--- src/rtl/video_timing_gen.sv ---
// Raster timing generator: free-running h/v counters, pixel fetch strobes and a
// PIX_LAT-aligned output stage that selects external pixels, colour bars or a solid colour.
module video_timing_gen #(
  parameter int H_SYNC  = 136,
  parameter int H_BP    = 160,
  parameter int H_ACT   = 1024,
  parameter int H_FP    = 24,
  parameter int V_SYNC  = 6,
  parameter int V_BP    = 29,
  parameter int V_ACT   = 768,
  parameter int V_FP    = 3,
  parameter int HS_POL  = 1,
  parameter int VS_POL  = 1,
  parameter int PIX_LAT = 2,
  parameter int CW      = 12
) (
  input  logic          sclk,
  input  logic          rst,
  input  logic          en,
  input  logic [1:0]    mode,
  input  logic [23:0]   solid_rgb,
  input  logic [23:0]   rgb_pixel,
  output logic          pix_req,
  output logic [CW-1:0] pix_x,
  output logic [CW-1:0] pix_y,
  output logic          frame_start,
  output logic [7:0]    po_vga_r,
  output logic [7:0]    po_vga_g,
  output logic [7:0]    po_vga_b,
  output logic          po_de,
  output logic          po_h_sync,
  output logic          po_v_sync
);

  localparam int H_TOTAL = H_SYNC + H_BP + H_ACT + H_FP;
  localparam int V_TOTAL = V_SYNC + V_BP + V_ACT + V_FP;
  localparam int BW      = CW + 3;

  localparam logic [CW-1:0] H_LAST   = CW'(H_TOTAL - 1);
  localparam logic [CW-1:0] V_LAST   = CW'(V_TOTAL - 1);
  localparam logic [CW-1:0] H_SEND   = CW'(H_SYNC);
  localparam logic [CW-1:0] V_SEND   = CW'(V_SYNC);
  localparam logic [CW-1:0] H_ASTART = CW'(H_SYNC + H_BP);
  localparam logic [CW-1:0] H_AEND   = CW'(H_SYNC + H_BP + H_ACT);
  localparam logic [CW-1:0] V_ASTART = CW'(V_SYNC + V_BP);
  localparam logic [CW-1:0] V_AEND   = CW'(V_SYNC + V_BP + V_ACT);
  localparam logic          HS_ACT   = (HS_POL != 0);
  localparam logic          VS_ACT   = (VS_POL != 0);

  logic [CW-1:0] r_hcnt;
  logic [CW-1:0] r_vcnt;
  logic [1:0]    r_mode;
  logic [23:0]   r_solid;

  logic          w_run;
  logic          w_frame_start;
  logic          w_active;
  logic          w_hs;
  logic          w_vs;
  logic [CW-1:0] w_hoff;
  logic [CW-1:0] w_voff;
  logic [2:0]    w_bar;
  logic [23:0]   w_bar_rgb;
  logic [23:0]   w_int_rgb;
  logic          w_ext;

  // Delay lines; index 0 is the pix_req stage, index PIX_LAT feeds the output register.
  logic          r_de_pipe  [0:PIX_LAT];
  logic          r_hs_pipe  [0:PIX_LAT];
  logic          r_vs_pipe  [0:PIX_LAT];
  logic          r_ext_pipe [0:PIX_LAT];
  logic [23:0]   r_rgb_pipe [0:PIX_LAT];

  assign w_run         = en & ~rst;
  assign w_frame_start = w_run & (r_hcnt == '0) & (r_vcnt == '0);
  assign frame_start   = w_frame_start;
  assign pix_req       = r_de_pipe[0];

  assign w_active = (r_hcnt >= H_ASTART) && (r_hcnt < H_AEND) &&
                    (r_vcnt >= V_ASTART) && (r_vcnt < V_AEND);
  assign w_hs     = (r_hcnt < H_SEND);
  assign w_vs     = (r_vcnt < V_SEND);
  assign w_hoff   = r_hcnt - H_ASTART;
  assign w_voff   = r_vcnt - V_ASTART;
  assign w_bar    = 3'((BW'(w_hoff) << 3) / BW'(H_ACT));

  // NOTE: every signal assigned in always_comb gets a default first, so no path leaves it unassigned and no latch is inferred.
  always_comb begin
    w_bar_rgb = 24'h000000;
    case (w_bar)
      3'd0:    w_bar_rgb = 24'hFFFFFF;
      3'd1:    w_bar_rgb = 24'hFFFF00;
      3'd2:    w_bar_rgb = 24'h00FFFF;
      3'd3:    w_bar_rgb = 24'h00FF00;
      3'd4:    w_bar_rgb = 24'hFF00FF;
      3'd5:    w_bar_rgb = 24'hFF0000;
      3'd6:    w_bar_rgb = 24'h0000FF;
      default: w_bar_rgb = 24'h000000;
    endcase
  end

  // Mode 3 falls through to the solid colour.
  assign w_ext     = (r_mode == 2'd0);
  assign w_int_rgb = (r_mode == 2'd1) ? w_bar_rgb : r_solid;

  // NOTE: sequential state uses non-blocking assignments so every register samples pre-edge values.
  always_ff @(posedge sclk) begin
    if (!w_run) begin
      r_hcnt <= '0;
      r_vcnt <= '0;
    end else if (r_hcnt == H_LAST) begin
      r_hcnt <= '0;
      r_vcnt <= (r_vcnt == V_LAST) ? '0 : r_vcnt + 1'b1;
    end else begin
      r_hcnt <= r_hcnt + 1'b1;
    end
  end

  // Mode and colour change only on a frame boundary, so a frame never tears.
  always_ff @(posedge sclk) begin
    if (rst) begin
      r_mode  <= '0;
      r_solid <= '0;
    end else if (w_frame_start) begin
      r_mode  <= mode;
      r_solid <= solid_rgb;
    end
  end

  always_ff @(posedge sclk) begin
    if (rst || !(w_run && w_active)) begin
      pix_x <= '0;
      pix_y <= '0;
    end else begin
      pix_x <= w_hoff;
      pix_y <= w_voff;
    end
  end

  // NOTE: the delay-line arrays are reset in full, so syncs come out inactive and de low straight after reset.
  always_ff @(posedge sclk) begin
    if (rst) begin
      for (int k = 0; k <= PIX_LAT; k++) begin
        r_de_pipe[k]  <= 1'b0;
        r_hs_pipe[k]  <= 1'b0;
        r_vs_pipe[k]  <= 1'b0;
        r_ext_pipe[k] <= 1'b0;
        r_rgb_pipe[k] <= '0;
      end
    end else begin
      r_de_pipe[0]  <= w_run & w_active;
      r_hs_pipe[0]  <= w_run & w_hs;
      r_vs_pipe[0]  <= w_run & w_vs;
      r_ext_pipe[0] <= w_ext;
      r_rgb_pipe[0] <= w_int_rgb;
      for (int k = 1; k <= PIX_LAT; k++) begin
        r_de_pipe[k]  <= r_de_pipe[k-1];
        r_hs_pipe[k]  <= r_hs_pipe[k-1];
        r_vs_pipe[k]  <= r_vs_pipe[k-1];
        r_ext_pipe[k] <= r_ext_pipe[k-1];
        r_rgb_pipe[k] <= r_rgb_pipe[k-1];
      end
    end
  end

  // Output register: the external pixel arrives exactly when its request reaches stage PIX_LAT.
  always_ff @(posedge sclk) begin
    if (rst) begin
      po_de     <= 1'b0;
      po_h_sync <= ~HS_ACT;
      po_v_sync <= ~VS_ACT;
      po_vga_r  <= '0;
      po_vga_g  <= '0;
      po_vga_b  <= '0;
    end else begin
      po_de     <= r_de_pipe[PIX_LAT];
      po_h_sync <= r_hs_pipe[PIX_LAT] ~^ HS_ACT;
      po_v_sync <= r_vs_pipe[PIX_LAT] ~^ VS_ACT;
      if (r_de_pipe[PIX_LAT]) begin
        {po_vga_r, po_vga_g, po_vga_b} <= r_ext_pipe[PIX_LAT] ? rgb_pixel : r_rgb_pipe[PIX_LAT];
      end else begin
        {po_vga_r, po_vga_g, po_vga_b} <= 24'h000000;
      end
    end
  end

endmodule

--- config.mk ---
export PLATFORM = sky130hd
export DESIGN_NAME = video_timing_gen
export DESIGN_NICKNAME = d
export VERILOG_FILES = /design/src/rtl/video_timing_gen.sv
export SDC_FILE = /design/constraint.sdc
export NUM_CORES = 1
export LEC_CHECK = 0
export CAP_MARGIN = 20
export CORE_MARGIN = 4
export CORE_UTILIZATION = 45
export DETAILED_ROUTE_END_ITERATION = 7
export HOLD_SLACK_MARGIN = 0.1
export PLACE_DENSITY = 0.82
export SYNTH_ARGS = -nofsm -noshare
export SYNTH_HDL_FRONTEND = slang
export SYNTH_SLANG_ARGS = --single-unit
--- constraint.sdc ---
create_clock -name sclk -period 2 [get_ports sclk]
set_input_delay 0.6 -clock sclk [delete_from_list [all_inputs] [get_ports sclk]]
set_output_delay 0.6 -clock sclk [all_outputs]
set_load 0.1 [all_outputs]
### Yosys cells after proc, flatten, opt, wreduce, memory -nomap -nowiden

Memory sizes are Yosys's and may differ from the RTL's. A register that Yosys moved wholly into a read port is not among the register bits.
Index checks and enable logic that the tools add are counted.

* add/subtract/negate cells: 4
* multipliers: 0
* div/mod/pow operators: 0
* order comparisons: 6
* equal/unequal tests: 9
* shift-type cells: 0
* muxes and demuxes: 22
* bitwise gates (word level): 24
* reduce and logical (&&, ||, !) cells: 12

Operators with widths (number)
* $pmux 24 s7: 1
* $mux 24: 5
* $add 12x1->12 const B: 2
* $logic_not 12->1: 2
* $mux 1: 15
* $or 1x1->1: 15
* $eq 12x10->1 const B: 1
* $eq 12x11->1 const B: 1
* $ge 12x6->1 const B: 1
* $ge 12x9->1 const B: 1
* $lt 12x10->1 const B: 1
* $lt 12x11->1 const B: 1
* $lt 12x3->1 const B: 1
* $lt 12x8->1 const B: 1
* $mux 12: 1
* $sub 12x6->12 const B: 1
* $sub 12x9->12 const B: 1
* $eq 3x3->1 const B: 3
* $and 1x1->1: 6
* $eq 3x2->1 const B: 2
* $logic_and 1x1->1: 4
* $reduce_or 2->1: 2
* $eq 3x1->1 const B: 1
* $logic_not 3->1: 1
* other kinds (5): 7

* register bits: 99
* bits in latches: 0
* memory bits (writable): 84
* bits in read-only memories: 0
* input bits: 53
* memories: 5

Memory list
* r_rgb_pipe: depth 3, width 24, rd ports 3, clocked after memory_dff 0, write ports 3, RTL line 72 `logic [23:0] r_rgb_pipe [0:PIX_LAT];`
* r_de_pipe: depth 3, width 1, rd ports 3, clocked after memory_dff 0, write ports 3, RTL line 68 `logic r_de_pipe [0:PIX_LAT];`
* r_ext_pipe: depth 3, width 1, rd ports 3, clocked after memory_dff 0, write ports 3, RTL line 71 `logic r_ext_pipe [0:PIX_LAT];`
* r_hs_pipe: depth 3, width 1, rd ports 3, clocked after memory_dff 1, write ports 3, RTL line 69 `logic r_hs_pipe [0:PIX_LAT];`
* r_vs_pipe: depth 3, width 1, rd ports 3, clocked after memory_dff 1, write ports 3, RTL line 70 `logic r_vs_pipe [0:PIX_LAT];`

### Longest topological paths before layout

Gate-level depths: netlist (run 1).

* depth after elaboration: 7
* mapped depth: 9

### Least setup slack after synthesis (run 1)

No wires, ideal clock.

* path kind: input-to-output
* start point: input port en
* end point: output port frame_start
* arrival time: 3.083 ns
* data required time: 1.400 ns
* setup slack: -1.683 ns
* cell stages on the path: 4
* buffers on the path: 1
* cell sequence: nor2b_1 buf_2 nand3b_2 nor3_1

* cells in the longest elaborated chain, start to end: 3

Ends and longest elaborated chain
* start, declared: RTL line 19 `input logic en,`
* $and 1x1->1: RTL line 74 `assign w_run = en & ~rst;`
* $and 1x1->1 (2 in a row): RTL line 75 `assign w_frame_start = w_run & (r_hcnt == '0) & (r_vcnt == '0);`
* end, declared: RTL line 26 `output logic frame_start,`

No other way between the ends.

### Final worst setup path (run 1)

* start point: register r_hcnt[1]
* end point: output port frame_start

* cells in the longest elaborated chain, start to end: 3

Ends and longest elaborated chain
* start, declared: RTL line 50 `logic [CW-1:0] r_hcnt;`
* start signal, assigned: RTL line 115 `r_hcnt <= r_hcnt + 1'b1;`
* $logic_not 12->1: RTL line 75
* $and 1x1->1 (2 in a row): RTL line 75

No other way between the ends.

==> results by group, run 1 <==
Status
  – Outcome: finished, violations left
  – Failing checks: setup timing

Place
  – Cell Count Post-Placement: 948
  – DP HPWL: 9860 µm
  – RD Place Congestion: 0.927
  – # port buffers: 105

Timing
  – Worst-Margin Slew: 0.551 ns
  – Min Clock Period, post-route: 2.38 ns
  – Max_slew headroom: 0.633
  – Hold WS: 0.435 ns
  – Setup TNS: -3.86 ns
  – Fin crit share: 1.19
  – F_max: 419 MHz
  – Final Setup Violations: 49
  – RSZ-0062 raised after global routing: yes
  – Final WS setup: -0.385 ns
  – Final Hold Vio Count: 0
  – Final Max Slew Viols: 0
  – Worst-case clock skew: 0.0116 ns

Synthesis
  – Mapped Area: 6670 µm²
  – Synthesized instance count: 660
  – Largest family of logic cells by synthesized area: simple AND/OR/NAND/NOR gates
  – Post-synthesis compound-gate area fraction: 0.0877
  – Syn Area/Cell: 10.1 µm²
  – Synth Register Bits: 185
  – Adder-cell share of the synthesized area: 0.0150
  – Cell variety after synth: 55
  – Synth warn: 0
  – Post-Synth Simple-Gate Area: 0.224
  – Post-synthesis mux area share: 0.0390
  – Async SR Flop Fraction: 0
  – Number of synthesized flops with an enable pin: 0
  – Seq/Total Area, Yosys: 0.556
  – Synth Flop Type: dfxtp_1
  – Syn nets: 721
  – XOR/XNOR Fraction of Synth Area: 0.0342

Min path
  – Worst Hold Class: register to register

Critical path
  – Crit Path Class: register to output pin
  – Req. time, crit path: 1.40 ns
  – Worst setup SP type: register
  – Buf/Inv on CP: 2
  – Critical Path Max Stage Delay: 0.33 ns
  – Slowest CP cell: dfxtp_2
  – Crit Path Max Fanout: 2
  – Crit-path leading delay family: simple AND/OR/NAND/NOR gates
  – Crit-path cells: inv_2, ha_4, and4bb_2, nand3_2, nor3_4, buf_12
  – CP endpoint kind: output pin
  – Arrival @ worst endpoint: 1.78 ns

Power and ir drop
  – Leak Pwr: 3.83 nW
  – Pwr dens: 782 nW/µm²
  – Power share of the clock group: 0.441
  – Total power: 7.58 mW
  – VDD IR max: 0.771 mV
  – Internal: 5.80 mW
  – Sw frac: 0.235
  – Register share of total power: 0.500
  – NetSw: 1.78 mW
  – Combinational share of power: 0.060

Die
  – Number of I/O pins: 106
  – Row Count: 44
  – Die extent in x: 130 µm
  – Initial Utilization: 0.459
  – Die Y: 130 µm
  – Total die area: 16,800 µm²
  – Core ar.: 14,500 µm²

Clocking
  – Clock-pin slew on the worst setup and hold paths: 0.07 ns
  – Clock latency at the later pin of the worst-skew pair: 0.44 ns
  – Buffer levels on the longest clock path: 2
  – Hold buffer count at CTS: 0
  – CTS tree: yes
  – CTS Root Cell: clkbuf_16
  – CTS H-tree depth: 4
  – TritonCTS Buffers: 17
  – Clock sink count: 185

Final layout
  – Most frequent cells in the layout: dfxtp_1 (178), nor2_1 (71), nor2b_1 (61)
  – Commonest non-fill, non-tap cell in the layout: dfxtp_1
  – Share of layout cells above drive strength 1: 0.305
  – Final #Nets: 870
  – Diodes inserted: 0
  – Area of the multi-input gates: 2870 µm²
  – Fin cells: 1,006
  – Filler instances: 984
  – Final design utilization: 0.667
  – Reg area: 3710 µm²
  – Synth-to-Final Area Change: 45.5%

Global route
  – First-pass GRT wire length: 24,600 µm
  – Initial antenna violation count: 0
  – Overflow after GRT: 0
  – Largest net degree at the start of global routing: 52
  – GRT Total Usage: 0.187
  – Vias in the first global route: 4,837

Drt
  – Via/cell ratio: 5.06
  – Residual DRC: 0
  – Drt total wl: 17,000 µm
  – DR iter-0 viols: 376
  – Post-route ant nets: 0
  – Drt wl/cell: 16.9 µm
  – Drt pass-1 iters: 5
  – DR vias: 5,094

Job
  – Maximum capacitance violations: 0
## registers in the layout (all words and copies together), names as in the netlist, 8 cells and up
name / flops
pix_y: 12
po_vga_g: 8
r_rgb_pipe: 72
po_vga_r: 8
r_hcnt: 12
pix_x: 12
r_vcnt: 12
r_solid: 24
po_vga_b: 8
## per-layer routing
| layer | part of all wire | global-route usage | up-vias |
|---|---|---|---|
| met5 | 0 | 0 | - |
| met4 | 0.033 | 0.0813 | 0 |
| met3 | 0.059 | 0.0422 | 50 |
| met2 | 0.49 | 0.305 | 195 |
| met1 | 0.41 | 0.238 | 2399 |
| li1 | - | - | 2450 |
## power groups by stage
stage	logic (mW)	registers, mW	clock network (mW)
floorplan	0.210	3.87	0
global placement	0.384	3.87	0
detailed placement	0.392	3.87	0
CTS	0.420	3.78	3.37
finish	0.452	3.79	3.34
global route	0.480	3.79	3.53
## timing repair
item | in CTS | in global routing
setup endpoints to repair | 1 | 84
cloned | 0 | 4
buffers inserted | 21 | 14
resized for setup | 33 | 32
endpoints found under the hold margin | 0 | 0
pin swaps | 10 | 10
## path summary, 6_finish.rpt
kind / startpoint / end / slack (ns) / depth (start not counted)
worst max register to register: r_vcnt[0] / pix_x[5] / -0.15 / 8
worst min register to register: r_rgb_pipe[0][20] / r_rgb_pipe[0][44] / 0.43 / 1
worst max-delay path: r_hcnt[1] / frame_start / -0.38 / 6
worst min-delay path: r_rgb_pipe[0][20] / r_rgb_pipe[0][44] / 0.43 / 1
## final cells by class
class                           count  share of cell area
Sequential cell                   185               0.383
Multi-Input combinational cell    417               0.296
Timing Repair Buffer              176               0.231
Clock buffer                       18              0.0453
Tap cell                          184              0.0237
Clock inverter                     14              0.0160
Inverter                           12             0.00464
## synth_stat cells, drive strengths merged (8+ instances only)
| library cell | number | area share |
|---|---|---|
| o21a | 16 | 0.018 |
| ha | 8 | 0.015 |
| nor3 | 14 | 0.016 |
| nor2b | 62 | 0.058 |
| nand3 | 10 | 0.0083 |
| inv | 12 | 0.0068 |
| nor2 | 72 | 0.041 |
| nand2 | 82 | 0.054 |
| a21oi | 45 | 0.045 |
| xor2 | 8 | 0.011 |
| xnor2 | 18 | 0.024 |
| mux2i | 26 | 0.039 |
| dfxtp | 185 | 0.56 |
| clkbuf | 19 | 0.011 |
| buf | 27 | 0.026 |
| and3 | 10 | 0.0094 |
## cells by family (layout without fill, tap and decap cells)
| logic type | Yosys count | after routing |
|---|---|---|
| and+or+nand+nor | 276 | 276 |
| adders and majority gates | 8 | 8 |
| other | 1 | 1 |
| AOI/OAI and AO/OA | 80 | 80 |
| xor gates and xnor gates | 26 | 26 |
| DFF | 185 | 185 |
| muxes | 26 | 26 |
| buffers and inverters | 58 | 220 |
## per-stage QoR
stage | instance area (µm²) | worst slack [ns]
after floorplan | 6690 | -0.320
after global placement | 8630 | -0.420
after detailed placement | 8630 | -0.442
after CTS | 9490 | -0.291
after global routing | 9700 | -0.447
final | 9700 | -0.385
(Power assumes the default switching activity.)
==> inputs of run 2 (changes only) <==
--- a/config.mk
+++ b/config.mk
@@ -10,7 +10,7 @@
 export CORE_UTILIZATION = 45
 export DETAILED_ROUTE_END_ITERATION = 7
 export HOLD_SLACK_MARGIN = 0.1
-export PLACE_DENSITY = 0.82
+export PLACE_DENSITY = 0.79
 export SYNTH_ARGS = -nofsm -noshare
 export SYNTH_HDL_FRONTEND = slang
 export SYNTH_SLANG_ARGS = --single-unit
==> constraint.sdc (replaced) <==
create_clock -name sclk -period 2.42 [get_ports sclk]
set_input_delay 0.726 -clock sclk [delete_from_list [all_inputs] [get_ports sclk]]
set_output_delay 0.726 -clock sclk [all_outputs]
set_load 0.1 [all_outputs]
==> run 2 against run 1 <==
Compared with the run above:
- the run still ends with setup timing left
- utilization fell by 8.1 points
- setup slack improved by 0.37 ns
- clock-buffer cell count did not move
- sequential power fell by 17%
- sequential share of layout area rose by 5.2 points
- total power fell by 18%
- wire length fell by 20%
==> results by group, run 2 (synthesis gave the netlist of run 1 again) <==
Status
  – Outcome: finished, violations left (unchanged)
  – Failing checks: setup timing (unchanged)

Min path
  – Min-delay src: r_de_pipe[0][1] (was r_rgb_pipe[0][20])
  – Worst Hold Class: register to register (unchanged)
  – Worst Hold End: r_de_pipe[0][2] (was r_rgb_pipe[0][44])
  – Hold depth: 1 (unchanged)

Global route
  – First-pass GRT wire length: 22,500 µm (was 24,600 µm)
  – Vias in the first global route: 4,563 (was 4,837)
  – Overflow after GRT: 0 (unchanged)
  – GRT Total Usage: 0.169 (was 0.187)
  – Largest net degree at the start of global routing: 53 (was 52)
  – Initial antenna violation count: 0 (unchanged)

Timing
  – Final WS setup: -0.0127 ns (was -0.385 ns)
  – RSZ-0062 raised after global routing: yes (unchanged)
  – Final Hold Vio Count: 0 (unchanged)
  – Final Max Slew Viols: 0 (unchanged)
  – Min Clock Period, post-route: 2.43 ns
  – Worst-Margin Slew: 0.534 ns (was 0.551 ns)
  – Worst-case clock skew: 0.00881 ns (was 0.0116 ns)
  – Max_slew headroom: 0.644 (was 0.633)
  – Fin crit share: 1.01
  – F_max: 411 MHz
  – Final Setup Violations: 1 (was 49)
  – Setup TNS: -0.0127 ns (was -3.86 ns)

Final layout
  – Synth-to-Final Area Change: 27.8% (was 45.5%)
  – Final design utilization: 0.586 (was 0.667)
  – Most flops, register: r_rgb_pipe (unchanged)
  – Largest registers: r_rgb_pipe x72, r_solid x24 (unchanged)
  – Commonest non-fill, non-tap cell in the layout: dfxtp_1 (unchanged)
  – Most frequent cells in the layout: dfxtp_1 (183), buf_4 (84), nor2_1 (71) (was dfxtp_1 (178), nor2_1 (71), nor2b_1 (61))
  – Number of flip-flops in the largest register: 72 (unchanged)
  – Filler instances: 1,224 (was 984)
  – Final #Nets: 832 (was 870)
  – Share of layout cells above drive strength 1: 0.240 (was 0.305)
  – Diodes inserted: 0 (unchanged)

Critical path
  – Critical Path Max Stage Delay: 0.33 ns (about the same)
  – R2R depth: 7 (was 8)
  – Worst reg2reg startpoint: r_hcnt[3] (was r_vcnt[0])
  – Crit-path cells: inv_2, ha_4, and4bb_2, nand3_4, nor3_4, buf_12 (was inv_2, ha_4, and4bb_2, nand3_2, nor3_4, buf_12)
  – R2r setup slk: 0.21 ns (was -0.15 ns)
  – Buf/Inv on CP: 2 (unchanged)
  – Slowest CP cell: dfxtp_2 (unchanged)
  – CP endpoint kind: output pin (unchanged)
  – Crit Path Max Fanout: 2 (unchanged)
  – Crit path depth: 6 (unchanged)
  – Capturing point of the worst reg2reg path: r_rgb_pipe[0][12] (was pix_x[5])
  – Arrival @ worst endpoint: 1.71 ns (was 1.78 ns)
  – Req. time, crit path: 1.69 ns (was 1.40 ns)
  – Crit Path Class: register to output pin (unchanged)
  – Crit-path leading delay family: simple AND/OR/NAND/NOR gates (unchanged)
  – Worst setup SP type: register (unchanged)

Drt
  – Drt pass-1 iters: 4 (was 5)
  – Residual DRC: 0 (unchanged)
  – Via/cell ratio: 4.77 (was 5.06)
  – DR vias: 4,618 (was 5,094)
  – Post-route ant nets: 0 (unchanged)
  – Drt wl/cell: 14.1 µm (was 16.9 µm)
  – DR iter-0 viols: 315 (was 376)
  – Drt total wl: 13,700 µm (was 17,000 µm)

Clocking
  – Buffer levels on the longest clock path: 2 (unchanged)
  – CTS H-tree depth: 4 (unchanged)
  – CTS tree: yes (unchanged)
  – Clock latency at the later pin of the worst-skew pair: 0.42 ns (was 0.44 ns)
  – CTS Root Cell: clkbuf_16 (unchanged)
  – TritonCTS Buffers: 17 (unchanged)
  – Clock sink count: 185 (unchanged)
  – Clock-pin slew on the worst setup and hold paths: 0.07 ns (about the same)

Die
  – Die extent in x: 130 µm (unchanged)
  – Number of I/O pins: 106 (unchanged)
  – Total die area: 16,800 µm² (unchanged)
  – Core ar.: 14,500 µm² (unchanged)
  – Row Count: 44 (unchanged)
  – Die Y: 130 µm (unchanged)
  – Initial Utilization: 0.459 (unchanged)

Power and ir drop
  – Leak Pwr: 3.37 nW (was 3.83 nW)
  – VDD IR max: 0.559 mV (was 0.771 mV)
  – Pwr dens: 728 nW/µm² (was 782 nW/µm²)
  – Total power: 6.20 mW (was 7.58 mW)

Place
  – # port buffers: 105 (unchanged)
  – DP HPWL: 9690 µm (was 9860 µm)
  – RD Place Congestion: 0.875 (was 0.927)
  – Pre-CTS WS: -0.249 ns (was -0.442 ns)

Job
  – Maximum capacitance violations: 0 (unchanged)
run 2: through the flow:
step / instance area (µm²) / hold WS, ns / cells
global placement: 7820 / 0.418 / 930
detailed placement: 7820 / 0.423 / 930
CTS: 8510 / 0.437 / 968
floorplan: 6690 / 0.414 / 660
global route: 8520 / 0.448 / 968
finish: 8520 / 0.435 / 968
run 2: worst max path at each step:
| stage | startpoint | endpoint |
|---|---|---|
| after detailed placement | en | frame_start |
| after global placement | en | frame_start |
| after global routing | r_hcnt[1] | frame_start |
| after CTS | r_hcnt[1] | frame_start |
| after floorplan | en | frame_start |
| final | r_hcnt[1] | frame_start |
run 2: power by group:
| group | switching, mW | internal, mW | leakage, nW |
|---|---|---|---|
| clock network | 1.20 | 1.55 | 0.287 |
| registers | 0.0237 | 3.10 | 1.50 |
| logic | 0.156 | 0.166 | 1.58 |
run 2: layout make-up:
type                       count  area (µm²)  area share
clock buffer                  18         429      0.0504
clock inverter                14         163      0.0191
inverter                      12        45.0     0.00529
multi-input combinational    417        2740       0.322
sequential                   185        3710       0.435
tap                          184         230      0.0270
timing repair buffer         138        1200       0.141
run 2: repair_timing:
item                                    CTS  global route
hold buffers                              0             0
setup buffers                             6             0
endpoints found under the setup margin    1             1
resized for setup                        14             2
pin swaps                                 4             1
hold endpoints to repair                  0             0
run 2: worst register-to-register path: stages (launching register included):
cell     delay, ns
dfxtp_1       0.50
inv_1         0.13
ha_1          0.23
nor2b_1       0.25
o31ai_2       0.11
xnor2_1       0.33
o21ba_1       0.39
o21a_1        0.21
run 2: routing by layer:
metal | vias to the layer above | GRT usage | routed length (µm)
met5 | - | 0 | 0
met3 | 18 | 0.0422 | 741
met1 | 2121 | 0.228 | 6530
met4 | 0 | 0.0697 | 288
li1 | 2366 | - | -
met2 | 113 | 0.261 | 6120
